[src/rtl/rs_issue_unit_pkg.sv]
// Shared opcode constants, ready-tag constant and opcode-to-pool classification
// for the reservation-station issue unit.
package rs_issue_unit_pkg;

   localparam logic [7:0] OP_NOP = 8'h00;
   localparam logic [7:0] OP_ADD = 8'h01;
   localparam logic [7:0] OP_SUB = 8'h02;
   localparam logic [7:0] OP_MUL = 8'h03;

   localparam int TAG_READY = 0;

   typedef enum logic [1:0] {
      POOL_NONE = 2'd0,
      POOL_ADD  = 2'd1,
      POOL_MUL  = 2'd2
   } pool_e;

   // Anything that is not a recognised arithmetic opcode behaves as a NOP.
   function automatic pool_e pool_of(input logic [7:0] op);
      case (op)
         OP_ADD, OP_SUB: pool_of = POOL_ADD;
         OP_MUL:         pool_of = POOL_MUL;
         default:        pool_of = POOL_NONE;
      endcase
   endfunction

endpackage

[src/rtl/rs_issue_unit_if.sv]
// Decode-to-issue handshake, dispatch packet and CDB broadcast bundle.
// master = decoder/environment side, slave = rs_issue_unit.
interface rs_issue_unit_if #(parameter int TAG_W = 4);

   logic [1:0]       inst_valid;
   logic [7:0]       inst1_type, inst1_dest, inst1_src1, inst1_src2;
   logic [7:0]       inst2_type, inst2_dest, inst2_src1, inst2_src2;
   logic [1:0]       issue_ack;
   logic             AR_Status;
   logic             MR_Status;

   logic [1:0]       disp_valid;
   logic [7:0]       disp1_type, disp2_type;
   logic [TAG_W-1:0] disp1_tag, disp2_tag;
   logic [TAG_W-1:0] disp1_qj, disp1_qk, disp2_qj, disp2_qk;
   logic [7:0]       disp1_src1, disp1_src2, disp2_src1, disp2_src2;

   logic             cdb_valid;
   logic [TAG_W-1:0] cdb_tag;

   modport master (
      output inst_valid, inst1_type, inst1_dest, inst1_src1, inst1_src2,
             inst2_type, inst2_dest, inst2_src1, inst2_src2,
             cdb_valid, cdb_tag,
      input  issue_ack, AR_Status, MR_Status,
             disp_valid, disp1_type, disp2_type, disp1_tag, disp2_tag,
             disp1_qj, disp1_qk, disp2_qj, disp2_qk,
             disp1_src1, disp1_src2, disp2_src1, disp2_src2
   );

   modport slave (
      input  inst_valid, inst1_type, inst1_dest, inst1_src1, inst1_src2,
             inst2_type, inst2_dest, inst2_src1, inst2_src2,
             cdb_valid, cdb_tag,
      output issue_ack, AR_Status, MR_Status,
             disp_valid, disp1_type, disp2_type, disp1_tag, disp2_tag,
             disp1_qj, disp1_qk, disp2_qj, disp2_qk,
             disp1_src1, disp1_src2, disp2_src1, disp2_src2
   );

endinterface

[src/rtl/rs_free_picker.sv]
// Finds the lowest and second-lowest free entries of one reservation-station pool.
module rs_free_picker #(
   parameter int N     = 3,
   parameter int IDX_W = (N > 1) ? $clog2(N) : 1
) (
   input  logic [N-1:0]     busy,
   output logic [IDX_W-1:0] first_idx,
   output logic [IDX_W-1:0] second_idx,
   output logic             has_one,
   output logic             has_two
);

   always_comb begin
      first_idx  = '0;
      second_idx = '0;
      has_one    = 1'b0;
      has_two    = 1'b0;
      for (int i = 0; i < N; i++) begin
         if (!busy[i]) begin
            if (!has_one) begin
               first_idx = IDX_W'(i);
               has_one   = 1'b1;
            end else if (!has_two) begin
               second_idx = IDX_W'(i);
               has_two    = 1'b1;
            end
         end
      end
   end

endmodule

[src/rtl/rs_issue_unit.sv]
// Dual-issue RS allocator with RAT renaming and registered dispatch packets.
// Optional RS_ISSUE_STATS_EN adds stall / dual-issue saturating counters.
module rs_issue_unit
   import rs_issue_unit_pkg::*;
#(
   parameter int ADD_RS   = 3,
   parameter int MUL_RS   = 2,
   parameter int NUM_REGS = 16,
   parameter int TAG_W    = 4
) (
   input  logic          clk,
   input  logic          rst_n,
   rs_issue_unit_if.slave bus
`ifdef RS_ISSUE_STATS_EN
   ,
   output logic [15:0]   stall_cycles,
   output logic [15:0]   dual_issue_cycles
`endif
);

   localparam int RW = $clog2(NUM_REGS);
   localparam int AW = (ADD_RS > 1) ? $clog2(ADD_RS) : 1;
   localparam int MW = (MUL_RS > 1) ? $clog2(MUL_RS) : 1;
   localparam logic [TAG_W-1:0] TAG_ZERO = TAG_W'(TAG_READY);
   localparam logic [TAG_W-1:0] MUL_BASE = TAG_W'(ADD_RS + 1);
   localparam logic [TAG_W-1:0] TAG_MAX  = TAG_W'(ADD_RS + MUL_RS);

   logic [ADD_RS-1:0] add_busy_q, add_busy_d;
   logic [MUL_RS-1:0] mul_busy_q, mul_busy_d;
   logic [TAG_W-1:0]  rat_q [NUM_REGS];
   logic [TAG_W-1:0]  rat_d [NUM_REGS];

   logic [AW-1:0] add_first, add_second;
   logic [MW-1:0] mul_first, mul_second;
   logic          add_one, add_two, mul_one, mul_two;

   pool_e            pool1, pool2;
   logic             ok1, ok2, ack1, ack2, alloc1, alloc2;
   logic [AW-1:0]    add_idx2;
   logic [MW-1:0]    mul_idx2;
   logic [TAG_W-1:0] tag1, tag2;
   logic [TAG_W-1:0] qj1, qk1, qj2, qk2;
   logic [RW-1:0]    dest1, dest2;
   logic             cdb_hit;
   logic             unused_dest_hi;

   rs_free_picker #(.N(ADD_RS)) u_add_pick (
      .busy       (add_busy_q),
      .first_idx  (add_first),
      .second_idx (add_second),
      .has_one    (add_one),
      .has_two    (add_two)
   );

   rs_free_picker #(.N(MUL_RS)) u_mul_pick (
      .busy       (mul_busy_q),
      .first_idx  (mul_first),
      .second_idx (mul_second),
      .has_one    (mul_one),
      .has_two    (mul_two)
   );

   assign dest1          = bus.inst1_dest[RW-1:0];
   assign dest2          = bus.inst2_dest[RW-1:0];
   assign unused_dest_hi = ^{bus.inst1_dest[7:RW], bus.inst2_dest[7:RW]};
   assign cdb_hit        = bus.cdb_valid && (bus.cdb_tag != TAG_ZERO) && (bus.cdb_tag <= TAG_MAX);

   function automatic logic [TAG_W-1:0] cdb_bypass(input logic [TAG_W-1:0] t,
                                                   input logic             hit,
                                                   input logic [TAG_W-1:0] ctag);
      return (hit && t == ctag) ? TAG_ZERO : t;
   endfunction

   always_comb begin
      pool1    = pool_of(bus.inst1_type);
      pool2    = pool_of(bus.inst2_type);
      ok2      = 1'b1;
      tag2     = TAG_ZERO;
      add_idx2 = add_first;
      mul_idx2 = mul_first;

      ok1    = (pool1 == POOL_NONE) || ((pool1 == POOL_ADD) ? add_one : mul_one);
      ack1   = bus.inst_valid[0] && ok1;
      alloc1 = ack1 && (pool1 != POOL_NONE);
      tag1   = (pool1 == POOL_ADD) ? TAG_W'(add_first) + TAG_W'(1)
                                   : MUL_BASE + TAG_W'(mul_first);

      // inst2 only reaches the second free entry when inst1 took the first one of its pool
      if (pool2 == POOL_ADD) begin
         ok2      = (pool1 == POOL_ADD) ? add_two : add_one;
         add_idx2 = (pool1 == POOL_ADD) ? add_second : add_first;
         tag2     = TAG_W'(add_idx2) + TAG_W'(1);
      end else if (pool2 == POOL_MUL) begin
         ok2      = (pool1 == POOL_MUL) ? mul_two : mul_one;
         mul_idx2 = (pool1 == POOL_MUL) ? mul_second : mul_first;
         tag2     = MUL_BASE + TAG_W'(mul_idx2);
      end
      ack2   = ack1 && bus.inst_valid[1] && ok2;
      alloc2 = ack2 && (pool2 != POOL_NONE);

      qj1 = cdb_bypass(rat_q[bus.inst1_src1[RW-1:0]], cdb_hit, bus.cdb_tag);
      qk1 = cdb_bypass(rat_q[bus.inst1_src2[RW-1:0]], cdb_hit, bus.cdb_tag);
      qj2 = cdb_bypass(rat_q[bus.inst2_src1[RW-1:0]], cdb_hit, bus.cdb_tag);
      qk2 = cdb_bypass(rat_q[bus.inst2_src2[RW-1:0]], cdb_hit, bus.cdb_tag);
      if (alloc1 && bus.inst2_src1[RW-1:0] == dest1) qj2 = tag1;
      if (alloc1 && bus.inst2_src2[RW-1:0] == dest1) qk2 = tag1;
   end

   assign bus.issue_ack = {ack2, ack1};

   // CDB clears are applied first so same-edge allocations and RAT writes win.
   always_comb begin
      add_busy_d = add_busy_q;
      mul_busy_d = mul_busy_q;
      rat_d      = rat_q;
      if (cdb_hit) begin
         for (int i = 0; i < ADD_RS; i++)
            if (bus.cdb_tag == TAG_W'(i + 1)) add_busy_d[i] = 1'b0;
         for (int i = 0; i < MUL_RS; i++)
            if (bus.cdb_tag == MUL_BASE + TAG_W'(i)) mul_busy_d[i] = 1'b0;
         for (int r = 0; r < NUM_REGS; r++)
            if (rat_q[r] == bus.cdb_tag) rat_d[r] = TAG_ZERO;
      end
      if (alloc1) begin
         if (pool1 == POOL_ADD) add_busy_d[add_first] = 1'b1;
         else                   mul_busy_d[mul_first] = 1'b1;
         rat_d[dest1] = tag1;
      end
      if (alloc2) begin
         if (pool2 == POOL_ADD) add_busy_d[add_idx2] = 1'b1;
         else                   mul_busy_d[mul_idx2] = 1'b1;
         rat_d[dest2] = tag2;
      end
   end

   always_ff @(posedge clk or negedge rst_n) begin
      if (!rst_n) begin
         add_busy_q     <= '0;
         mul_busy_q     <= '0;
         for (int r = 0; r < NUM_REGS; r++) rat_q[r] <= '0;
         bus.AR_Status  <= 1'b0;
         bus.MR_Status  <= 1'b0;
         bus.disp_valid <= '0;
         bus.disp1_type <= '0;
         bus.disp1_tag  <= '0;
         bus.disp1_qj   <= '0;
         bus.disp1_qk   <= '0;
         bus.disp1_src1 <= '0;
         bus.disp1_src2 <= '0;
         bus.disp2_type <= '0;
         bus.disp2_tag  <= '0;
         bus.disp2_qj   <= '0;
         bus.disp2_qk   <= '0;
         bus.disp2_src1 <= '0;
         bus.disp2_src2 <= '0;
      end else begin
         add_busy_q     <= add_busy_d;
         mul_busy_q     <= mul_busy_d;
         rat_q          <= rat_d;
         bus.AR_Status  <= &add_busy_d;
         bus.MR_Status  <= &mul_busy_d;
         bus.disp_valid <= {alloc2, alloc1};
         bus.disp1_type <= alloc1 ? bus.inst1_type : '0;
         bus.disp1_tag  <= alloc1 ? tag1 : '0;
         bus.disp1_qj   <= alloc1 ? qj1 : '0;
         bus.disp1_qk   <= alloc1 ? qk1 : '0;
         bus.disp1_src1 <= alloc1 ? bus.inst1_src1 : '0;
         bus.disp1_src2 <= alloc1 ? bus.inst1_src2 : '0;
         bus.disp2_type <= alloc2 ? bus.inst2_type : '0;
         bus.disp2_tag  <= alloc2 ? tag2 : '0;
         bus.disp2_qj   <= alloc2 ? qj2 : '0;
         bus.disp2_qk   <= alloc2 ? qk2 : '0;
         bus.disp2_src1 <= alloc2 ? bus.inst2_src1 : '0;
         bus.disp2_src2 <= alloc2 ? bus.inst2_src2 : '0;
      end
   end

`ifdef RS_ISSUE_STATS_EN
   always_ff @(posedge clk or negedge rst_n) begin
      if (!rst_n) begin
         stall_cycles      <= '0;
         dual_issue_cycles <= '0;
      end else begin
         if (bus.inst_valid[0] && !ack1 && stall_cycles != 16'hFFFF)
            stall_cycles <= stall_cycles + 16'd1;
         if (ack1 && ack2 && dual_issue_cycles != 16'hFFFF)
            dual_issue_cycles <= dual_issue_cycles + 16'd1;
      end
   end
`endif

endmodule

[src/flat_wrapper.sv]
// flat-port wrapper written by rule: the top's interface ports become plain ports
module rs_issue_unit_flat import rs_issue_unit_pkg::*;
#(
   parameter int ADD_RS   = 3,
   parameter int MUL_RS   = 2,
   parameter int NUM_REGS = 16,
   parameter int TAG_W    = 4
)
  (clk, rst_n, bus_inst_valid, bus_inst1_type, bus_inst1_dest, bus_inst1_src1, bus_inst1_src2, bus_inst2_type, bus_inst2_dest, bus_inst2_src1, bus_inst2_src2, bus_cdb_valid, bus_cdb_tag, bus_issue_ack, bus_AR_Status, bus_MR_Status, bus_disp_valid, bus_disp1_type, bus_disp2_type, bus_disp1_tag, bus_disp2_tag, bus_disp1_qj, bus_disp1_qk, bus_disp2_qj, bus_disp2_qk, bus_disp1_src1, bus_disp1_src2, bus_disp2_src1, bus_disp2_src2);
  rs_issue_unit_if #(.TAG_W(TAG_W)) bus_i ();
  input  logic clk;
  input  logic rst_n;
  input wire logic [$bits(bus_i.inst_valid)-1:0] bus_inst_valid;
  input wire logic [$bits(bus_i.inst1_type)-1:0] bus_inst1_type;
  input wire logic [$bits(bus_i.inst1_dest)-1:0] bus_inst1_dest;
  input wire logic [$bits(bus_i.inst1_src1)-1:0] bus_inst1_src1;
  input wire logic [$bits(bus_i.inst1_src2)-1:0] bus_inst1_src2;
  input wire logic [$bits(bus_i.inst2_type)-1:0] bus_inst2_type;
  input wire logic [$bits(bus_i.inst2_dest)-1:0] bus_inst2_dest;
  input wire logic [$bits(bus_i.inst2_src1)-1:0] bus_inst2_src1;
  input wire logic [$bits(bus_i.inst2_src2)-1:0] bus_inst2_src2;
  input wire logic [$bits(bus_i.cdb_valid)-1:0] bus_cdb_valid;
  input wire logic [$bits(bus_i.cdb_tag)-1:0] bus_cdb_tag;
  output wire logic [$bits(bus_i.issue_ack)-1:0] bus_issue_ack;
  output wire logic [$bits(bus_i.AR_Status)-1:0] bus_AR_Status;
  output wire logic [$bits(bus_i.MR_Status)-1:0] bus_MR_Status;
  output wire logic [$bits(bus_i.disp_valid)-1:0] bus_disp_valid;
  output wire logic [$bits(bus_i.disp1_type)-1:0] bus_disp1_type;
  output wire logic [$bits(bus_i.disp2_type)-1:0] bus_disp2_type;
  output wire logic [$bits(bus_i.disp1_tag)-1:0] bus_disp1_tag;
  output wire logic [$bits(bus_i.disp2_tag)-1:0] bus_disp2_tag;
  output wire logic [$bits(bus_i.disp1_qj)-1:0] bus_disp1_qj;
  output wire logic [$bits(bus_i.disp1_qk)-1:0] bus_disp1_qk;
  output wire logic [$bits(bus_i.disp2_qj)-1:0] bus_disp2_qj;
  output wire logic [$bits(bus_i.disp2_qk)-1:0] bus_disp2_qk;
  output wire logic [$bits(bus_i.disp1_src1)-1:0] bus_disp1_src1;
  output wire logic [$bits(bus_i.disp1_src2)-1:0] bus_disp1_src2;
  output wire logic [$bits(bus_i.disp2_src1)-1:0] bus_disp2_src1;
  output wire logic [$bits(bus_i.disp2_src2)-1:0] bus_disp2_src2;
  assign bus_i.inst_valid = bus_inst_valid;
  assign bus_i.inst1_type = bus_inst1_type;
  assign bus_i.inst1_dest = bus_inst1_dest;
  assign bus_i.inst1_src1 = bus_inst1_src1;
  assign bus_i.inst1_src2 = bus_inst1_src2;
  assign bus_i.inst2_type = bus_inst2_type;
  assign bus_i.inst2_dest = bus_inst2_dest;
  assign bus_i.inst2_src1 = bus_inst2_src1;
  assign bus_i.inst2_src2 = bus_inst2_src2;
  assign bus_i.cdb_valid = bus_cdb_valid;
  assign bus_i.cdb_tag = bus_cdb_tag;
  assign bus_issue_ack = bus_i.issue_ack;
  assign bus_AR_Status = bus_i.AR_Status;
  assign bus_MR_Status = bus_i.MR_Status;
  assign bus_disp_valid = bus_i.disp_valid;
  assign bus_disp1_type = bus_i.disp1_type;
  assign bus_disp2_type = bus_i.disp2_type;
  assign bus_disp1_tag = bus_i.disp1_tag;
  assign bus_disp2_tag = bus_i.disp2_tag;
  assign bus_disp1_qj = bus_i.disp1_qj;
  assign bus_disp1_qk = bus_i.disp1_qk;
  assign bus_disp2_qj = bus_i.disp2_qj;
  assign bus_disp2_qk = bus_i.disp2_qk;
  assign bus_disp1_src1 = bus_i.disp1_src1;
  assign bus_disp1_src2 = bus_i.disp1_src2;
  assign bus_disp2_src1 = bus_i.disp2_src1;
  assign bus_disp2_src2 = bus_i.disp2_src2;
  rs_issue_unit #(.ADD_RS(ADD_RS), .MUL_RS(MUL_RS), .NUM_REGS(NUM_REGS), .TAG_W(TAG_W)) u_core (.clk(clk), .rst_n(rst_n), .bus(bus_i));
endmodule
[config.mk]
export PLATFORM = sky130hd
export DESIGN_NAME = rs_issue_unit_flat
export DESIGN_NICKNAME = d
export VERILOG_FILES = /design/src/rtl/rs_issue_unit_pkg.sv /design/src/rtl/rs_issue_unit_if.sv /design/src/rtl/rs_free_picker.sv /design/src/rtl/rs_issue_unit.sv /design/src/flat_wrapper.sv
export SDC_FILE = /design/constraint.sdc
export NUM_CORES = 1
export LEC_CHECK = 0
export CORE_MARGIN = 10
export CORE_UTILIZATION = 40
export DETAILED_ROUTE_END_ITERATION = 6
export GPL_TIMING_DRIVEN = 0
export SYNTH_ARGS = -nofsm -noshare
export SYNTH_HDL_FRONTEND = slang
export SYNTH_HIERARCHICAL = 1
export SYNTH_SLANG_ARGS = --single-unit
[constraint.sdc]
create_clock -name clk -period 5.1 [get_ports clk]
set_clock_uncertainty 0.15 [all_clocks]
set_input_delay 1.53 -clock clk [delete_from_list [all_inputs] [get_ports clk]]
set_output_delay 1.53 -clock clk [all_outputs]
set_load 0.05 [all_outputs]
**Yosys cells after proc, flatten, opt, wreduce, memory -nomap -nowiden**

Index checks and enable logic that the tools add are counted.

- ROM bits: 0
- Bits in registers: 145
- Word-level logic and storage cells: 242
- Bits in writable memories: 0
- Memories kept: 0
- Bits in latches: 0

- $lt $le $gt $ge: 17
- Shift-type cells: 0
- Eq/ne operators: 37
- Reduce and logical (&&, ||, !) cells: 28
- Multipliers: 0
- Divide/modulo/power cells: 0
- Add/subtract/negate cells: 4
- Multiplexer cells: 113
- Bitwise gates (word level): 10

Operators by type and width:

| kind | number |
|---|---|
| two-way mux 64 bit | 3 |
| two-way mux 4 bit | 41 |
| bitwise mux 64 bit | 2 |
| equality test 4 bit | 22 |
| binary-select mux 4 bit (select 4 bit) | 4 |
| two-way mux 8 bit | 6 |
| demux 4 bit (select 4 bit) | 2 |
| equality test 8 x 2 -> 1 bit, second input constant | 4 |
| two-way mux 1 bit | 32 |
| greater-or-equal comparator 5 bit, second input constant | 6 |
| inverter 4 -> 5 bit | 6 |
| two-way mux 2 bit | 12 |
| logical AND 1 bit | 19 |
| equality test 8 x 1 -> 1 bit, second input constant | 2 |
| two-way mux 3 bit | 5 |
| < comparator 5 x 1 -> 1 bit, second input constant | 2 |
| adder 3 x 1 -> 4 bit, first input constant | 2 |
| equality test 4 x 2 -> 1 bit, second input constant | 2 |
| equality test 4 x 3 -> 1 bit, second input constant | 2 |
| one-hot mux 2 bit (2 select lines) | 2 |
| adder 2 x 1 -> 3 bit, second input constant | 2 |
| < comparator 2 x 3 -> 1 bit, second input constant | 2 |
| bitwise OR 3 bit | 2 |
| demux 1 bit (select 2 bit) | 2 |
| 16 further kinds | 25 |

**Depth between registers and ports, before layout**

- Depth after elaboration: 15
- Mapped depth: 11

**By module**

The synthesis kept the hierarchy.

By module, submodules not included:

| module | cells an instance | area each (sq um) | instances |
|---|---|---|---|
| rs_issue_unit | 932 | 9686.8 | 1 |
| rs_free_picker at u_core.u_add_pick | 10 | 75.1 | 1 |
| rs_free_picker at u_core.u_mul_pick | 4 | 23.8 | 1 |

**Worst setup path before layout**

Ideal clock, no wire load.

- Kind: input port to output port
- From: in bus_inst1_type[7]
- To: out bus_issue_ack[1]
- Data arrival time: 2865 ps
- Path slack: 555 ps
- Stages on the path: 6
- Data required time: 3420 ps
- Cell sequence: nor4_2 nand3_2 a221o_2 nand3_1 nor2_1 buf_4

- Word-level cells in the longest chain between the ends: 9

RTL lines:

| what | RTL line | RTL |
|---|---|---|
| start, declared | flat_wrapper.sv:14 | `input wire logic [$bits(bus_i.inst1_type)-1:0] bus_inst1_type;` |
| equality test 8 x 1 -> 1 bit or equality test 8 x 2 -> 1 bit (tied branches) | rs_issue_unit_pkg.sv:20 | `case (op)` |
| OR reduction 2 bit | rs_issue_unit_pkg.sv:20 |  |
| one-hot mux 2 bit (2 select lines) * | rs_issue_unit_pkg.sv:20 |  |
| equality test 2 x 1 -> 1 bit | rs_issue_unit.sv:82, rs_issue_unit.sv:90 |  |
| two-way mux 1 bit | rs_issue_unit.sv:82 | `ok1 = (pool1 == POOL_NONE) \|\| ((pool1 == POOL_ADD) ? add_one : mul_one);` |
| logical OR 1 bit | rs_issue_unit.sv:82 |  |
| logical AND 1 bit | rs_issue_unit.sv:83 | `ack1 = bus.inst_valid[0] && ok1;` |
| logical AND 1 bit | rs_issue_unit.sv:98 | `ack2 = ack1 && bus.inst_valid[1] && ok2;` |
| logical AND 1 bit * | rs_issue_unit.sv:98 |  |
| end, declared | flat_wrapper.sv:24 | `output wire logic [$bits(bus_i.issue_ack)-1:0] bus_issue_ack;` |

Every way passes the cells marked *; elsewhere a longest branch is shown, timed or not.

**Final worst setup path**

- From: in bus_inst2_type[5]
- To: out bus_issue_ack[1]

- Word-level cells in the longest chain between the ends: 7

RTL lines:

| what | RTL line | RTL |
|---|---|---|
| start, declared | flat_wrapper.sv:18 | `input wire logic [$bits(bus_i.inst2_type)-1:0] bus_inst2_type;` |
| equality test 8 x 1 -> 1 bit or equality test 8 x 2 -> 1 bit (tied branches) | rs_issue_unit_pkg.sv:20 |  |
| OR reduction 2 bit | rs_issue_unit_pkg.sv:20 |  |
| one-hot mux 2 bit (2 select lines) * | rs_issue_unit_pkg.sv:20 |  |
| equality test 2 bit | rs_issue_unit.sv:93 | `end else if (pool2 == POOL_MUL) begin` |
| two-way mux 1 bit | rs_issue_unit.sv:93 |  |
| two-way mux 1 bit * | rs_issue_unit.sv:89 | `if (pool2 == POOL_ADD) begin` |
| logical AND 1 bit * | rs_issue_unit.sv:98 |  |

Marks and branches as above.

==> impl_metrics.tcl <==
set metrics [dict create \
    cp_top_family "simple AND/OR/NAND/NOR gates" \
    grt_max_degree 84 \
    grt_setup_unrepaired "false" \
    dp_hpwl_um 25870 \
    max_stage_delay_ns 0.44 \
    slew_headroom 0.2034 \
    synth.most_common_cell "dfrtp_1" \
    grt_pass1_wl_um 50850 \
    cp.required_ns 3.42 \
    via_per_inst 5.851 \
    cts_hold_buf 0 \
    start_util 0.4048 \
    crit_slowest_cell "clkdlybuf4s50_1" \
    overflow 0 \
    synth_mux_area_frac 0.1915 \
    synthTopCellsByCount "dfrtp_1 (143), nor2_1 (93), xnor2_1 (67)" \
    grt_antenna_before_repair 0 \
    avgRoutedWirePerCell_um 23.24 \
    synth_top_area_cell "dfrtp_1" \
    gp_congestion 1.020 \
    path_buf_inv 3 \
    area.sequential_mm2 0.003578 \
    n_fill_cell 2218 \
    layout_min_cycle_time_ns 5.002 \
    htree_levels 4 \
    clkSinkCount 143 \
    finalCritPeriodShare 0.9808 \
    ys.flop_type "dfrtp_1" \
    synth_compound_area_frac 0.1036 \
    area_growth_pct 24.43 \
    yosys_warnings 6 \
    track_usage 0.2142 \
    final_antenna_net_count 0 \
    numPortBuffers 124 \
    drtPass1Iterations 7 \
    synth_top_family_by_area "simple AND/OR/NAND/NOR gates" \
    placed_area_mm2 0.01151 \
    coreArea_mm2 0.02418 \
    routed-via-count 8449 \
    die_area_mm2 0.03112 \
    fin_tns_setup_ns 0 \
    setup_violations 0 \
    clk_latency_ns 0.43 \
    final_hold_viol_count 0 \
    finalPower_w 0.004139 \
    fmax_ghz 0.1999 \
    antenna_cells 0 \
    multi_input_comb_area_mm2 0.005846 \
    layout-drive-gt1-share 0.1482 \
    vdd_drop_max_mv 0.2208 \
    avgSynthCellArea_um2 10.34 \
    cap_violations 0 \
    grt_pass1_vias 8237 \
    p_leak_nw 4.960 \
    finalInstanceArea_mm2 0.01218 \
    yosys.area.top_type_share 0.3657 \
    final_nets 1188 \
    power.density_mw_per_mm2 339.9 \
    seq_area_frac_synth 0.3657 \
    slew_violations 0 \
    final_util 0.5036 \
    status "finished clean" \
    worstMarginPinSlew_ns 1.186 \
    cts_buffer_depth 2 \
    start_kind "input port" \
    drt_iter0_drc 1073 \
    cts-root-buf "clkbuf_16" \
    ys_ff_latch 143 \
    syn_area_mm2 0.009786 \
    critPathKind "in -> out" \
    drcViolationCount 0 \
    synth-simple-area-share 0.2042 \
    cp_max_fo 5 \
    cts_buffers 17 \
    fp.dieW_um 176.4 \
    synth_xor_area_frac 0.07505 \
    min_path_type "reg -> reg" \
    clk_pin_slew_ns 0.06 \
    row_count 57 \
    async_flop_share 1.000 \
    wirelength_um 33550 \
    yosys-top-cells-area "dfrtp_1 (37%), mux4_2 (14%), xnor2_1 (6.0%), mux2i_1 (4.2%), nor2_1 (3.6%)" \
    num_io_pins 151 \
    cts_tree "done" \
    endpoint_kind "primary output" \
    synthAdderAreaFrac 0.01125 \
    crit_path_cell_trace "clkdlybuf4s50_1, nor4_4, nand3_2, a221o_2, nand3_1, nor2_1, buf_4, buf_6" \
    synth_edf_count 0 \
    arrival_ns 3.32 \
    synthCells 946 \
    die_h_um 176.4 \
    netlist-cell-type-count 68 \
]
[final timing paths]
kind,from,cells after the start,slack (ns),to
min reg2reg,u_core/add_busy_q[1]$_DFF_PN0_,2,0.42,u_core/add_busy_q[1]$_DFF_PN0_
max in group asynchronous,rst_n,2,3.08,u_core/bus.disp1_qk[0]$_DFF_PN0_
min,u_core/add_busy_q[1]$_DFF_PN0_,2,0.42,u_core/add_busy_q[1]$_DFF_PN0_
max reg2reg,u_core/add_busy_q[0]$_DFF_PN0_,9,1.81,u_core/rat_q[46]$_DFF_PN0_
max,bus_inst2_type[5],8,0.1,bus_issue_ack[1]
min in group asynchronous,rst_n,1,0.89,u_core/bus.AR_Status$_DFF_PN0_
[layer usage]
layer | vias to the layer above | track usage | wire length (um)
met2 | 500 | 0.3468 | 15880
met3 | 53 | 0.04763 | 3670
met4 | 0 | 0.07566 | 907
met1 | 4124 | 0.2768 | 13100
li1 | 3772 | - | -
met5 | - | 0 | 0
[timing repair]
action	4_1_cts	5_1_grt
gates resized for setup	24	4
pin swaps	5	5
endpoints found under the setup margin	2	1
setup buffers	2	2
[where the power goes]
part / internal (W) / switching [W] / total [W]
combinational: 0.000657 / 0.000629 / 0.00129
clock: 0.000705 / 0.000525 / 0.00123
sequential: 0.00128 / 0.000341 / 0.00162
total: 0.00264 / 0.00150 / 0.00414
[metrics by stage]
step,std cells,worst slack [ns],hold WS [ns]
6_report,1444,0.09792,0.4224
5_1_grt,1444,0.01502,0.4495
4_1_cts,1442,0.04307,0.4252
3_5_place_dp,1408,-0.7684,0.4097
3_3_place_gp,1407,-3.552,0.4018
2_1_floorplan,959,0.5545,0.3538
[registers in the layout, indices dropped and copies added (netlist names)]
register               cells
u_core/bus.disp1_type      8
u_core/bus.disp1_tag       3
u_core/bus.disp1_src1      8
u_core/bus.disp_valid      2
u_core/rat_q              64
u_core/bus.MR_Status       1
u_core/bus.AR_Status       1
u_core/bus.disp2_src2      8
u_core/bus.disp2_tag       3
u_core/mul_busy_q          2
u_core/bus.disp2_qk        4
u_core/bus.disp1_qk        4
u_core/bus.disp1_qj        4
u_core/bus.disp2_qj        4
u_core/add_busy_q          3
u_core/bus.disp1_src2      8
u_core/bus.disp2_src1      8
u_core/bus.disp2_type      8
[tightest hold or removal path: cells and delay by family, from the launching register on]
kind / cells / cell delay [ns]
DFF: 1 / 0.37
AOI/OAI and AO/OA: 2 / 0.16
[cells in the final DEF, fill, tap and decap left out, types with 5 or more instances in the layout]
cell | synthesis | final
a21oi_1 | 53 | 53
a22oi_1 | 14 | 14
and2_1 | 43 | 43
and3_1 | 7 | 7
and4_1 | 5 | 5
buf_1 | 12 | 12
buf_2 | 9 | 10
buf_4 | 5 | 9
clkbuf_1 | 40 | 40
clkbuf_16 | 0 | 17
clkdlybuf4s50_1 | 0 | 115
clkinv_4 | 0 | 6
conb_1 | 1 | 14
dfrtp_1 | 143 | 143
dlygate4sd2_1 | 0 | 5
ha_1 | 8 | 8
inv_1 | 47 | 47
mux2_2 | 10 | 10
mux2i_1 | 41 | 41
mux4_2 | 60 | 60
nand2_1 | 47 | 47
nand2b_1 | 6 | 6
nand3_1 | 14 | 13
nand4_1 | 31 | 31
nor2_1 | 93 | 92
nor2b_1 | 8 | 8
nor3_1 | 11 | 11
nor3_4 | 5 | 5
nor4_1 | 6 | 6
nor4_4 | 8 | 10
o21ai_0 | 22 | 21
o22ai_1 | 38 | 38
xnor2_1 | 67 | 67
xor2_1 | 15 | 15
[final cells by class]
class,count,area share
clock inverters,13,0.01058
well taps,324,0.03329
multi-input cells,701,0.4801
plain buffers,67,0.02404
repair buffers,129,0.1061
clock buffers,19,0.03720
flip-flops and latches,143,0.2939
inverters,48,0.01480
[cell families (layout without fill, tap and decap cells)]
family,Yosys count,count (layout)
xor+xnor,83,83
simple gates,323,323
mux,111,111
fa+ha+maj,9,9
buf+inv,115,276
compound gates,161,161
flops,143,143
other cells,1,14
Note: power is estimated with default switching activity, not from simulation.
